===== src/rtl/mem_bus_master_if.sv =====
// Ram_STB/Ram_ACK bus between the CPU memory access unit and the RAM wait-state responder.
// The master drives the strobed cycle; the slave returns registered ACK and read data.
interface mem_bus_master_if #(
  parameter int ADDR_W = 32
) ();
  logic              Ram_STB;
  logic              Ram_WE;
  logic [ADDR_W-1:0] Ram_ADDR;
  logic [3:0]        Ram_SEL;
  logic [31:0]       Ram_DAT_O;
  logic [31:0]       Ram_DAT_I;
  logic              Ram_ACK;

  modport master (
    output Ram_STB, Ram_WE, Ram_ADDR, Ram_SEL, Ram_DAT_O,
    input  Ram_DAT_I, Ram_ACK
  );

  modport slave (
    input  Ram_STB, Ram_WE, Ram_ADDR, Ram_SEL, Ram_DAT_O,
    output Ram_DAT_I, Ram_ACK
  );
endinterface


===== src/rtl/mem_bus_master.sv =====
// CPU-side memory access unit: turns one load/store request into one strobed bus cycle,
// steering byte/half lanes, extending load data and aborting cycles that never get ACK.
//
// Handshake: the CPU holds cpu_req and its operands stable while cpu_stall=1; the result
// is a single-cycle cpu_done or cpu_err pulse, during which cpu_stall=0. On the bus,
// Ram_STB stays high with stable outputs until a cycle with Ram_ACK=1 (or timeout), and
// always drops for at least one cycle between transactions.
module mem_bus_master #(
  parameter int TIMEOUT = 63,
  parameter int ADDR_W  = 32
) (
  input  logic              clk,
  input  logic              rst_n,
  input  logic              cpu_req,
  input  logic              cpu_we,
  input  logic [1:0]        cpu_size,
  input  logic              cpu_unsigned,
  input  logic [ADDR_W-1:0] cpu_addr,
  input  logic [31:0]       cpu_wdata,
  output logic              cpu_stall,
  output logic [31:0]       cpu_rdata,
  output logic              cpu_done,
  output logic              cpu_err,
  output logic [1:0]        state_dbg,
  mem_bus_master_if.master  bus
);

  typedef enum logic [1:0] {
    S_IDLE = 2'd0,
    S_BUS  = 2'd1,
    S_DONE = 2'd2
  } state_t;

  localparam logic [7:0] TMO_LAST = 8'(TIMEOUT - 1);

  state_t            state_q, state_d;
  logic [7:0]        tmo_cnt;
  logic              stb_q;
  logic              we_bus_q;
  logic [ADDR_W-1:0] addr_q;
  logic [3:0]        sel_q;
  logic [31:0]       dat_o_q;
  logic [1:0]        size_q;
  logic [1:0]        off_q;
  logic              uns_q;
  logic              we_q;

  logic              req_illegal;
  logic              timeout_hit;
  logic [3:0]        sel_d;
  logic [31:0]       dat_o_d;
  logic [7:0]        byte_lane;
  logic [15:0]       half_lane;
  logic [31:0]       load_ext;

  assign req_illegal = (cpu_size == 2'b11)
                     | ((cpu_size == 2'b01) & cpu_addr[0])
                     | ((cpu_size == 2'b10) & (cpu_addr[1:0] != 2'b00));
  assign timeout_hit = (tmo_cnt == TMO_LAST);

  // Next-state logic; ACK takes priority over the timeout on the same edge.
  always_comb begin
    state_d = state_q;
    case (state_q)
      S_IDLE: if (cpu_req) state_d = req_illegal ? S_DONE : S_BUS;
      S_BUS:  if (bus.Ram_ACK || timeout_hit) state_d = S_DONE;
      S_DONE: state_d = S_IDLE;
      default: state_d = S_IDLE;
    endcase
  end

  always_ff @(posedge clk) begin
    if (!rst_n) state_q <= S_IDLE;
    else        state_q <= state_d;
  end

  // Write lane steering from the live request, captured on entry to BUS.
  always_comb begin
    sel_d   = 4'hF;
    dat_o_d = cpu_wdata;
    case (cpu_size)
      2'b00: begin
        sel_d   = 4'b0001 << cpu_addr[1:0];
        dat_o_d = {4{cpu_wdata[7:0]}};
      end
      2'b01: begin
        sel_d   = cpu_addr[1] ? 4'b1100 : 4'b0011;
        dat_o_d = {2{cpu_wdata[15:0]}};
      end
      default: begin
        sel_d   = 4'hF;
        dat_o_d = cpu_wdata;
      end
    endcase
  end

  // Read lane selection and extension from the latched request.
  always_comb begin
    byte_lane = bus.Ram_DAT_I[7:0];
    case (off_q)
      2'd1:    byte_lane = bus.Ram_DAT_I[15:8];
      2'd2:    byte_lane = bus.Ram_DAT_I[23:16];
      2'd3:    byte_lane = bus.Ram_DAT_I[31:24];
      default: byte_lane = bus.Ram_DAT_I[7:0];
    endcase
    half_lane = off_q[1] ? bus.Ram_DAT_I[31:16] : bus.Ram_DAT_I[15:0];
    case (size_q)
      2'b00:   load_ext = {{24{~uns_q & byte_lane[7]}}, byte_lane};
      2'b01:   load_ext = {{16{~uns_q & half_lane[15]}}, half_lane};
      default: load_ext = bus.Ram_DAT_I;
    endcase
  end

  always_ff @(posedge clk) begin
    if (!rst_n) begin
      tmo_cnt   <= '0;
      stb_q     <= 1'b0;
      we_bus_q  <= 1'b0;
      addr_q    <= '0;
      sel_q     <= '0;
      dat_o_q   <= '0;
      size_q    <= '0;
      off_q     <= '0;
      uns_q     <= 1'b0;
      we_q      <= 1'b0;
      cpu_rdata <= '0;
      cpu_done  <= 1'b0;
      cpu_err   <= 1'b0;
    end else begin
      cpu_done <= 1'b0;
      cpu_err  <= 1'b0;
      case (state_q)
        S_IDLE: begin
          if (cpu_req) begin
            if (req_illegal) begin
              cpu_err   <= 1'b1;
              cpu_rdata <= '0;
            end else begin
              stb_q    <= 1'b1;
              we_bus_q <= cpu_we;
              addr_q   <= {cpu_addr[ADDR_W-1:2], 2'b00};
              sel_q    <= sel_d;
              dat_o_q  <= dat_o_d;
              size_q   <= cpu_size;
              off_q    <= cpu_addr[1:0];
              uns_q    <= cpu_unsigned;
              we_q     <= cpu_we;
              tmo_cnt  <= '0;
            end
          end
        end
        S_BUS: begin
          if (bus.Ram_ACK) begin
            stb_q     <= 1'b0;
            we_bus_q  <= 1'b0;
            cpu_done  <= 1'b1;
            cpu_rdata <= we_q ? 32'h0 : load_ext;
          end else if (timeout_hit) begin
            stb_q     <= 1'b0;
            we_bus_q  <= 1'b0;
            cpu_err   <= 1'b1;
            cpu_rdata <= '0;
          end else begin
            tmo_cnt <= tmo_cnt + 8'd1;
          end
        end
        default: ;
      endcase
    end
  end

  assign cpu_stall     = ((state_q == S_IDLE) && cpu_req) || (state_q == S_BUS);
  assign state_dbg     = state_q;
  assign bus.Ram_STB   = stb_q;
  assign bus.Ram_WE    = we_bus_q;
  assign bus.Ram_ADDR  = addr_q;
  assign bus.Ram_SEL   = sel_q;
  assign bus.Ram_DAT_O = dat_o_q;

endmodule

===== src/flat_wrapper.sv =====
// flat-port wrapper written by rule: the top's interface ports become plain ports
module mem_bus_master_flat 
#(
  parameter int TIMEOUT = 63,
  parameter int ADDR_W  = 32
)
  (clk, rst_n, cpu_req, cpu_we, cpu_size, cpu_unsigned, cpu_addr, cpu_wdata, cpu_stall, cpu_rdata, cpu_done, cpu_err, state_dbg, bus_Ram_STB, bus_Ram_WE, bus_Ram_ADDR, bus_Ram_SEL, bus_Ram_DAT_O, bus_Ram_DAT_I, bus_Ram_ACK);
  mem_bus_master_if #(.ADDR_W(ADDR_W)) bus_i ();
  input  logic clk;
  input  logic rst_n;
  input  logic cpu_req;
  input  logic cpu_we;
  input  logic [1:0] cpu_size;
  input  logic cpu_unsigned;
  input  logic [ADDR_W-1:0] cpu_addr;
  input  logic [31:0] cpu_wdata;
  output logic cpu_stall;
  output logic [31:0] cpu_rdata;
  output logic cpu_done;
  output logic cpu_err;
  output logic [1:0] state_dbg;
  output wire logic [$bits(bus_i.Ram_STB)-1:0] bus_Ram_STB;
  output wire logic [$bits(bus_i.Ram_WE)-1:0] bus_Ram_WE;
  output wire logic [$bits(bus_i.Ram_ADDR)-1:0] bus_Ram_ADDR;
  output wire logic [$bits(bus_i.Ram_SEL)-1:0] bus_Ram_SEL;
  output wire logic [$bits(bus_i.Ram_DAT_O)-1:0] bus_Ram_DAT_O;
  input wire logic [$bits(bus_i.Ram_DAT_I)-1:0] bus_Ram_DAT_I;
  input wire logic [$bits(bus_i.Ram_ACK)-1:0] bus_Ram_ACK;
  assign bus_Ram_STB = bus_i.Ram_STB;
  assign bus_Ram_WE = bus_i.Ram_WE;
  assign bus_Ram_ADDR = bus_i.Ram_ADDR;
  assign bus_Ram_SEL = bus_i.Ram_SEL;
  assign bus_Ram_DAT_O = bus_i.Ram_DAT_O;
  assign bus_i.Ram_DAT_I = bus_Ram_DAT_I;
  assign bus_i.Ram_ACK = bus_Ram_ACK;
  mem_bus_master #(.TIMEOUT(TIMEOUT), .ADDR_W(ADDR_W)) u_core (.clk(clk), .rst_n(rst_n), .cpu_req(cpu_req), .cpu_we(cpu_we), .cpu_size(cpu_size), .cpu_unsigned(cpu_unsigned), .cpu_addr(cpu_addr), .cpu_wdata(cpu_wdata), .cpu_stall(cpu_stall), .cpu_rdata(cpu_rdata), .cpu_done(cpu_done), .cpu_err(cpu_err), .state_dbg(state_dbg), .bus(bus_i));
endmodule

===== config.mk =====
export PLATFORM = sky130hd
export DESIGN_NAME = mem_bus_master_flat
export DESIGN_NICKNAME = d
export VERILOG_FILES = /design/src/rtl/mem_bus_master_if.sv /design/src/rtl/mem_bus_master.sv /design/src/flat_wrapper.sv
export SDC_FILE = /design/constraint.sdc
export NUM_CORES = 1
export LEC_CHECK = 0
export ABC_CLOCK_PERIOD_IN_PS = 4600
export CAP_MARGIN = 20
export CORE_MARGIN = 10
export CORE_UTILIZATION = 40
export DETAILED_ROUTE_END_ITERATION = 16
export GPL_TIMING_DRIVEN = 1
export PLACE_DENSITY = 0.82
export SYNTH_ARGS = -nofsm -noshare
export SYNTH_HDL_FRONTEND = slang
export SYNTH_SLANG_ARGS = --single-unit

===== constraint.sdc =====
create_clock -name clk -period 4.6 [get_ports clk]
set_input_delay 1.15 -clock clk [delete_from_list [all_inputs] [get_ports clk]]
set_output_delay 1.15 -clock clk [all_outputs]
set_load 0.005 [all_outputs]

==> summary by stage <==
Setup path
At the worst endpoint, the arrival time is 2.30 ns. The biggest cell delay along the critical path is 0.51 ns. The maximum fanout count along the critical path is 3. The worst setup path is launched from a primary input. The buffering stage count on the worst path with inverters included is 2.

The critical path start-end classification is primary input to output pin. The element type at the critical path end is an output pin. Among all stages on the critical path, the largest delay is contributed by clkdlybuf4s50_1. Broken down by cell family, the worst path's largest delay share belongs to buffers and inverters. STA puts the critical path data required time at 3.45 ns. For flop-to-flop paths, the worst setup slack is 2.07 ns. The signal on the critical path passes through clkdlybuf4s50_1, nor2_1, nor2_1, clkdlybuf4s50_1.

Final layout
Measured on the finished design, the core utilization comes to 61.4%. Across the whole layout, storage elements account for 2360 sq um. In the final layout, the multi-input gates occupy 2820 sq um. The filler cell count in the final layout is 1148. The share of final-layout standard cells stronger than drive strength 1 is 8.13%. The net total in the final layout is 942. The final non-filler cell area is 8230 sq um. The area added between synthesis and finish is 49.2%.

GRT
The first global-routing pass estimated 28.3 mm of wire. After global routing the overflow that remains totals 0. The number of antenna violations at the first check in global routing is 0. The via count of the first global-routing pass came to 5178. Entering global routing, the biggest net connects 68 pins.

The aggregate global-route resource usage is 18.8%.

Detailed routing
The remaining antenna violation count after routing is 0. The total via count in the routed design is 5490. The ratio of routed vias to standard cells is 5.35. For this block, the initial DRC count from the detailed router was 375. The post-detailed-routing wire length is 18.2 mm. The detailed-routing iteration count for the pre-antenna-repair pass is 5. In the final routed layout, each cell accounts on average for 17.8 um. The final routed DRC violation total is 0.

Clocking
Buffers inserted during clock tree synthesis total 17. The clock reaches the later pin of the worst-skew pair after 0.41 ns. In this run the post-CTS setup repair buffer count came out at 0.

TritonCTS built the clock tree. CTS placed an instance of clkbuf_16 at the clock tree root. The clock transition time at the flip-flop clock pins of the worst setup and hold paths is 0.06 ns. The total of cells resized after clock tree synthesis is 0. The H-tree was split into 4 levels. The number of hold-repair buffers added at the cts stage is 0.

The clock sink count is 118. No sink is reached through more buffers than the 2 on the longest clock path.

Run
The tool flagged a number of max-cap violations equal to 0.

Synth
After synthesis, the share of flip-flops with an asynchronous set or reset is 0%. In this run the cell area of the synthesized design comes to 5520 sq um. The warning count from the yosys run is 0.

The most used flip-flop cell after synthesis is dfxtp_1. The number of synthesized register bits is 118. The synthesized netlist contains 59 unique library cells. The sequential fraction of the synthesis area is 42.8%. Counting flops with a built-in enable in the synthesized netlist gives 0.

Synthesis produced a netlist whose cell count is 650. The post-synthesis average cell area is 8.49 sq um.

Die
The die covers 18900 sq um. The width of the chip is 137 um. The initial core utilization is 41.2%. The y dimension of the die is 137 um. 211 I/O pins were placed. The core region is 13400 sq um. The site row count is 42.

Timing
The slew at the pin closest to its max-slew limit is 1.03 ns. The final number of max-transition violations is 0. The worst hold slack is 0.452 ns. Setup repair after global routing left no endpoint under its margin. The number of failing setup endpoints in the final timing report is 0. The final hold violation count is 0.

For this run, the top clock speed supported by timing is 290 MHz. The time the worst path needs with I/O delays and setup is 3.45 ns. The final worst-path cycle share is 75.0%. The maximum clock skew at final layout is 0.0120 ns. Adding up every negative setup slack in the final design gives 0 ns. The worst pin sits at a relative slew slack of 31.0%.

Placement
After detailed placement, the total cell area comes to 7620 sq um. The number of input and output port buffers inserted is 208. The routability congestion estimate from global placement is 0.806. The placed wire-length estimate is 13.0 mm.

Pwr
In this run the power density over the cells is 352 nW/um^2. The worst-case IR drop observed on VDD is 0.302 mV. The reported leakage power is 2.98 nW.

Status
The flow ran to the end, and the final reports show no timing, DRC or antenna violations.

Worst hold path
The worst min-delay path class is register to register.
## synth_stat cells, types with 4 or more instances
library cell / instances / area [sq um]
a211oi_2: 7 / 87.6
or3_1: 5 / 31.3
nand3_1: 17 / 85.1
a21oi_1: 71 / 355
a211oi_1: 9 / 67.6
a32o_1: 6 / 60.1
a21o_1: 20 / 150
nor3_1: 9 / 45.0
a22o_1: 24 / 210
and3b_1: 8 / 70.1
nor2_1: 29 / 109
nor2b_1: 9 / 56.3
a311oi_1: 11 / 96.3
clkbuf_1: 25 / 93.8
mux2i_1: 22 / 220
buf_6: 6 / 67.6
nand2_1: 135 / 507
o21ai_0: 29 / 145
nand2b_1: 4 / 25.0
buf_4: 10 / 75.1
dfxtp_1: 118 / 2360
o21bai_1: 13 / 97.6
buf_2: 13 / 65.1
inv_1: 7 / 26.3
## worst reg2reg max path: cells and delay by family (launching register included)
| family | cells | cell delay [ns] |
|---|---|---|
| DFF | 1 | 1.00 |
| buffers and inverters | 2 | 0.80 |
| AOI/OAI and AO/OA | 3 | 0.63 |
## power by group
part           internal [mW]  switching, mW
combinational          0.240          0.207
clock                  0.832          0.507
sequential              1.07         0.0372
total                   2.14          0.751
## worst paths after layout
kind,to,start,cells past startpoint
setup / recovery,cpu_stall,cpu_req,4
hold / removal,u_core.bus.Ram_ADDR[9],u_core.bus.Ram_ADDR[9],2
setup reg to reg,u_core.cpu_rdata[30],u_core.off_q[1],5
hold reg to reg,u_core.bus.Ram_ADDR[9],u_core.bus.Ram_ADDR[9],2
## logic make-up after synthesis
logic type | Yosys count | synth area share, %
buffers and inverters | 64 | 6.17
other | 1 | 0.0680
AOI/OAI and AO/OA | 209 | 26.3
and+or+nand+nor | 232 | 19.6
muxes | 24 | 4.61
DFF | 118 | 42.8
adders and majority gates | 2 | 0.454
## final cells by class
class                   instances  area share [%]
repair buffers                222            26.6
diodes                          1          0.0304
flip-flops and latches        118            28.7
multi-input cells             469            34.3
clock buffers                  19            5.51
inverters                       8           0.365
well taps                     176            2.68
clock inverters                13            1.79
## stage by stage
stage	cells	power, mW	setup WS, ns
global route	1025	3.01	1.09
detailed placement	993	1.58	1.12
global placement	993	1.57	1.17
finish	1026	2.89	1.15
floorplan	651	1.34	2.17
CTS	1025	2.92	1.15
## placed cells by master (no fill, tap or decap), types with 3 or more instances in the layout
cell and count:
o21ai_0 29, a32o_1 6, a22o_1 24, nand2b_1 4, a211oi_2 7, nand3_1 17, nor2b_1 9, o21bai_1 13
clkinvlp_4 4, clkdlybuf4s50_1 208, a21oi_1 71, or3_1 5, nor3_1 9, clkbuf_16 17, inv_6 3, a211oi_1 9
inv_1 6, nor2_1 29, buf_4 14, mux2i_1 22, dfxtp_1 118, and3b_1 8, a311oi_1 11, a21o_1 20
clkinv_4 3, nand2_1 135
## state kept, by name, indices dropped and copies added (netlist names)
name and cells:
u_core.tmo_cnt 8, u_core.bus.Ram_SEL 4, u_core.bus.Ram_WE 1, u_core.bus.Ram_STB 1, u_core.bus.Ram_DAT_O 32, u_core.off_q 2
u_core.state_dbg 2, u_core.cpu_rdata 32, u_core.bus.Ram_ADDR 30, u_core.uns_q 1, u_core.size_q 2, u_core.cpu_done 1
u_core.cpu_err 1, u_core.we_q 1
## layer usage
layer  track usage (%)  up-vias  part of all wire, %
li1                  -     2681                    -
met1              23.2     2573                   42
met2              28.3      224                   44
met3              9.72       12                   13
met4              4.51        0                 0.86
met5                 0        -                    0
Power figures use the tool's default switching activity.
==> RTL edit 1, RTL diff (same settings) <==
Put one more register stage on the output `state_dbg`, cleared by the reset. The value now appears one clock later. The other outputs are not delayed to match.
--- a/src/rtl/mem_bus_master.sv
+++ b/src/rtl/mem_bus_master.sv
@@ -170,7 +170,13 @@
   end
 
   assign cpu_stall     = ((state_q == S_IDLE) && cpu_req) || (state_q == S_BUS);
-  assign state_dbg     = state_q;
+  always_ff @(posedge clk) begin
+    if (!rst_n) begin
+      state_dbg <= '0;
+    end else begin
+      state_dbg <= state_q;
+    end
+  end
   assign bus.Ram_STB   = stb_q;
   assign bus.Ram_WE    = we_bus_q;
   assign bus.Ram_ADDR  = addr_q;
Behaviour: not the same (a bounded check fails within 4 cycles, from zero or initial values and one cycle with rst_n low).
==> RTL edit 1 against the unedited design <==
- via count shrank 4.7%
- cell area shrank 0.41%
- power grew 7.0%
- synthesized area shrank 2.6%
- register-to-register slack gained 0.15 ns
- non-clock buffer count shrank 5
- global-route usage shrank 0.24 points
- setup slack lost 0.37 ns
- sequential cell count grew 2
- routed wire length shrank 2.1%
- critical path type unchanged
==> RTL edit 1: results (changes against the unedited design) <==
Floorplan
  – Overall die width: 136 um (-1.1%)

Logic synthesis
  – Cell variety after synth: 47 (-20%)
  – Mux cell area share after synthesis: 0.0620 (+0.0159)
  – Synth Area in Compound Gates: 0.245 (-0.0185)
  – Top post-synthesis cells by area: dfxtp_1, nand2_1, a21oi_1
  – Synth cell count leaders: nand2_1, dfxtp_1, a21oi_1, nor2_1, o21ai_0
  – Adder-Cell Fraction of Synth Area: 0.00466 (+0.000123)
  – Seq/Total Area, Yosys: 0.447 (+0.0190)
  – Synth warn: 0 (unchanged)
  – Seq cells post-synth: 120 (+1.7%)
  – XOR/XNOR share of the synthesized area: 0 (unchanged)
  – Gate count after technology mapping: 634 (-2.5%)

Detailed routing
  – First DRT Iteration DRCs: 462 (+23%)
  – Vias: 5233 (-4.7%)
  – WL/cell: 17.7 um (-0.15%)
  – DR vias/cell: 5.20 (-2.8%)

Place
  – Inst Count DP: 974 (-1.9%)
  – Post-Place Worst Slack: 0.782 ns (-0.338 ns)
  – GP Congestion: 0.828 (+2.7%)
  – Area after DPL: 0.00751 sq mm (-1.5%)
  – DP HPWL: 12600 um (-2.9%)

Power
  – Pleak: 0.00291 uW (-2.5%)
  – Peak supply drop: 0.000219 V (-27%)

Final layout
  – Layout fillers: 1137 (-0.96%)
  – Fin nets: 923 (-2.0%)
  – Layout Utilization: 0.621 (+0.00722)
  – #MultiIn Comb: 452 (-3.6%)
  – Fraction of area in multi-input gates: 0.328 (-0.0152)
  – NonClk Buf Share: 0.264 (-0.00196)
  – Repair and plain buffers: 217 (-2.3%)
  – Layout cell share with drive strength beyond 1: 0.0855 (+0.00427)
  – Non-clk invs: 9 (+1)
  – Number of diodes: 0 (-1)
  – ClkCell Share: 0.0838 (+0.0108)
  – Clock buffers: 20 (+1)
  – Reg area: 0.00240 sq mm (+1.7%)

Critical path
  – R2r endpoint: u_core.cpu_rdata[17]
  – R2R setup slack: 2.22 ns (+0.15 ns)
  – Worst path arrival time: 2.67 ns (+0.37 ns)
  – CP Max Fanout: 5 (+2)
  – Cell count of the worst reg-to-reg path: 4 (-1)

Min path
  – Hold Path Cell Cnt: 2 (unchanged)
  – Worst hold start: u_core.bus.Ram_DAT_O[0]
  – Hold worst-path end: u_core.bus.Ram_DAT_O[0]

GRT
  – Vias in the first global route: 4910 (-5.2%)
  – Gr usage total: 0.186 (-0.00242)
  – Largest net degree at the start of global routing: 61 (-10%)
  – Wire length of the first global-routing pass: 27200 um (-3.7%)

Run status
  – Status: finished, final reports clean

Timing
  – Slew margin rel.: 0.345 (+0.0346)
  – Fin Clk Skew: 0.00800 ns (-0.00396 ns)
  – Fin Hold WS: 0.452 ns (-0.000490 ns)

Clocking
  – Post-CTS setup buffers: 0 (unchanged)
  – Clock transition at path regs: roughly 0.050 ns
RTL edit 1: changes by cell type after synthesis, sizes merged, moves of 8 or more:
cell | before | now
a21o | 20 | 3
a22o | 24 | 0
and3b | 8 | 0
a21oi | 72 | 81
o2bb2ai | 2 | 19
nor2 | 29 | 47
nand2 | 135 | 125
nor2b | 9 | 1
mux2 | 1 | 10
RTL edit 1: how the worst max path moves through the flow:
stage                            to  slack (ns)  startpoint
after floorplan           cpu_stall        1.82     cpu_req
after global placement    cpu_stall        0.79     cpu_req
after detailed placement  cpu_stall        0.78     cpu_req
after CTS                 cpu_stall        0.77     cpu_req
after global routing      cpu_stall        0.72     cpu_req
final                     cpu_stall        0.78     cpu_req
RTL edit 1: power by group:
group          internal [uW]  total (uW)  switching [uW]
registers               1090        1120            32.2
clock network           1060        1540             484
logic                    234         434             200
RTL edit 1: metal layers:
metal	track usage	wire, um	part of all wire
met1	0.225	7350	0.41
met2	0.299	8500	0.48
met5	0	0	0
met4	0.0657	325	0.018
met3	0.0653	1660	0.093
==> RTL edit 2, RTL diff (same flow settings) <==
Made on the original files. `ADDR_W` is set to 32 in 3 places; all go to 64.
--- a/src/rtl/mem_bus_master_if.sv
+++ b/src/rtl/mem_bus_master_if.sv
@@ -1,7 +1,7 @@
 // Ram_STB/Ram_ACK bus between the CPU memory access unit and the RAM wait-state responder.
 // The master drives the strobed cycle; the slave returns registered ACK and read data.
 interface mem_bus_master_if #(
-  parameter int ADDR_W = 32
+  parameter int ADDR_W = 64
 ) ();
   logic              Ram_STB;
   logic              Ram_WE;
--- a/src/rtl/mem_bus_master.sv
+++ b/src/rtl/mem_bus_master.sv
@@ -7,7 +7,7 @@
 // always drops for at least one cycle between transactions.
 module mem_bus_master #(
   parameter int TIMEOUT = 63,
-  parameter int ADDR_W  = 32
+  parameter int ADDR_W  = 64
 ) (
   input  logic              clk,
   input  logic              rst_n,
--- a/src/flat_wrapper.sv
+++ b/src/flat_wrapper.sv
@@ -2,7 +2,7 @@
 module mem_bus_master_flat 
 #(
   parameter int TIMEOUT = 63,
-  parameter int ADDR_W  = 32
+  parameter int ADDR_W  = 64
 )
   (clk, rst_n, cpu_req, cpu_we, cpu_size, cpu_unsigned, cpu_addr, cpu_wdata, cpu_stall, cpu_rdata, cpu_done, cpu_err, state_dbg, bus_Ram_STB, bus_Ram_WE, bus_Ram_ADDR, bus_Ram_SEL, bus_Ram_DAT_O, bus_Ram_DAT_I, bus_Ram_ACK);
   mem_bus_master_if #(.ADDR_W(ADDR_W)) bus_i ();
Ports: changed (resized bus_Ram_ADDR and cpu_addr); port bits go from 211 to 275. No check against the original RTL was run, so the function may have changed too.
==> RTL edit 2 against the unedited design <==
- global-route usage up 1.0 points
- critical path depth unchanged
- synthesized area up 19%
- power up 18%
- count of clock-buffer cells in the layout unchanged
- sequential cell count up 32
- clock power up 9%
- maximum frequency down 0.15%
- routed wire length up 22%
- cell area up 21%
- setup slack worse by 0.0050 ns
==> RTL edit 2: results (changes against the unedited design) <==
Run status
  – Status: finished, final reports clean

GRT
  – Initial antenna violation count: 0 (unchanged)
  – Largest net degree at the start of global routing: 79 (+16%)
  – Vias in the first global route: 6374 (+23%)
  – Wire length of the first global-routing pass: 35100 um (+24%)
  – Gr usage total: 0.198 (+0.00996)

Final layout
  – Non-filler cells, final: 1256 (+22%)
  – Max reg flops: 62
  – Layout cell share with drive strength beyond 1: 0.0606 (-0.0207)
  – Number of diodes: 0 (-1)
  – Layout fillers: 1412 (+23%)

Timing
  – Slew at the pin with the worst max-slew slack: 0.971 ns (-0.0603 ns)
  – Fin Clk Skew: 0.00822 ns (-0.00374 ns)
  – Period utilization: 0.751 (+0.00109)

Clocking
  – CTS Root Cell: clkbuf_16
  – Largest buffer count on any clock path: 2 (unchanged)
  – Clock H-tree levels: 4 (unchanged)
  – TritonCTS buffer count: 17 (unchanged)
  – Clk_lat worst skew: approximately 0.42 ns
  – Clock transition at path regs: 0.06 ns (about the same)
  – Resized cells post-CTS: 0 (unchanged)
  – Post-CTS setup buffers: 0 (unchanged)

Power
  – Pleak: 0.00359 uW (+20%)
  – Internal power: 2560 uW (+20%)
  – Peak supply drop: 0.000253 V (-16%)

Detailed routing
  – Routed WL: 22200 um (+22%)
  – Vias: 6494 (+18%)
  – Drt first pass iters: 5 (unchanged)
  – First DRT Iteration DRCs: 314 (-16%)

Logic synthesis
  – Seq/Total Area, Yosys: 0.458 (+0.0297)
  – Synth warn: 0 (unchanged)
  – Cell variety after synth: 56 (-5.1%)
  – Gate count after technology mapping: 788 (+21%)
  – Top post-synthesis cells by area: dfxtp_1, nand2_1, a21oi_1
  – Synth cell count leaders: nand2_1, dfxtp_1, a21oi_1, clkbuf_1
  – Ys async rst share: 0 (unchanged)

Place
  – Inst Count DP: 1224 (+23%)
  – PortBufs: 272 (+31%)
  – Post-Place Worst Slack: 1.14 ns (+0.0210 ns)
  – DP HPWL: 16000 um (+23%)
  – GP Congestion: 0.820 (+1.7%)

Critical path
  – CP Max Fanout: 3 (unchanged)
  – Max incr delay on CP: 0.52 ns
  – R2R setup slack: 2.42 ns (+0.35 ns)
  – Slowest cell on the critical path: clkdlybuf4s50_1
  – Worst path arrival time: 2.30 ns (about the same)

Min path
  – Hold Path Class: flop to flop
## RTL edit 2: final timing paths
check	start	end	cells past startpoint
max	cpu_req	cpu_stall	4
min	u_core.bus.Ram_ADDR[48]	u_core.bus.Ram_ADDR[48]	2
max reg2reg	u_core.state_dbg[1]	u_core.bus.Ram_DAT_O[22]	5
min reg2reg	u_core.bus.Ram_ADDR[48]	u_core.bus.Ram_ADDR[48]	2
## RTL edit 2: area by class of cell
type,instances,share of cell area
multi-input cells,565,0.323
flip-flops and latches,150,0.301
repair buffers,286,0.284
clock buffers,19,0.0434
well taps,216,0.0271
clock inverters,12,0.0180
inverters,8,0.00314
## RTL edit 2: cells by family after synthesis
family                   Yosys count  share of synthesized area
AND/OR/NAND/NOR                  296                      0.201
buffers and inverters             74                     0.0550
AO/OA/AOI/OAI                    241                      0.243
multiplexers                      24                     0.0387
flip-flops                       150                      0.458
other                              1                   0.000572
adder cells (fa/ha/maj)            2                    0.00382
## RTL edit 2: per-layer routing
layer / part of all wire / routed length (um) / global-route usage / up-vias
met5: 0 / 0 / 0 / -
met4: 0.0091 / 202 / 0.0520 / 0
met3: 0.11 / 2370 / 0.0891 / 16
met2: 0.48 / 10600 / 0.322 / 236
met1: 0.41 / 8990 / 0.231 / 3016
li1: - / - / - / 3226
## RTL edit 2: per-stage QoR
stage / instance area, sq um / hold slack, ns / total power [uW]
6_report: 9970 / 0.451 / 3410
5_1_grt: 9970 / 0.469 / 3560
2_1_floorplan: 6560 / 0.446 / 1670
4_1_cts: 9960 / 0.454 / 3440
3_5_place_dp: 9340 / 0.445 / 1980
3_3_place_gp: 9340 / 0.440 / 1970
## RTL edit 2: power by group through the flow
stage / logic (uW) / registers [uW] / clock network, uW
after floorplan: 245 / 1430 / 0
after global placement: 543 / 1430 / 0
after detailed placement: 547 / 1430 / 0
after CTS: 550 / 1400 / 1490
after global routing: 600 / 1410 / 1550
final: 546 / 1400 / 1460
## RTL edit 2: worst max-delay path: cells and delay by family
family	cells	cell delay, ns
buffers and inverters	2	1.02
and+or+nand+nor	2	0.14
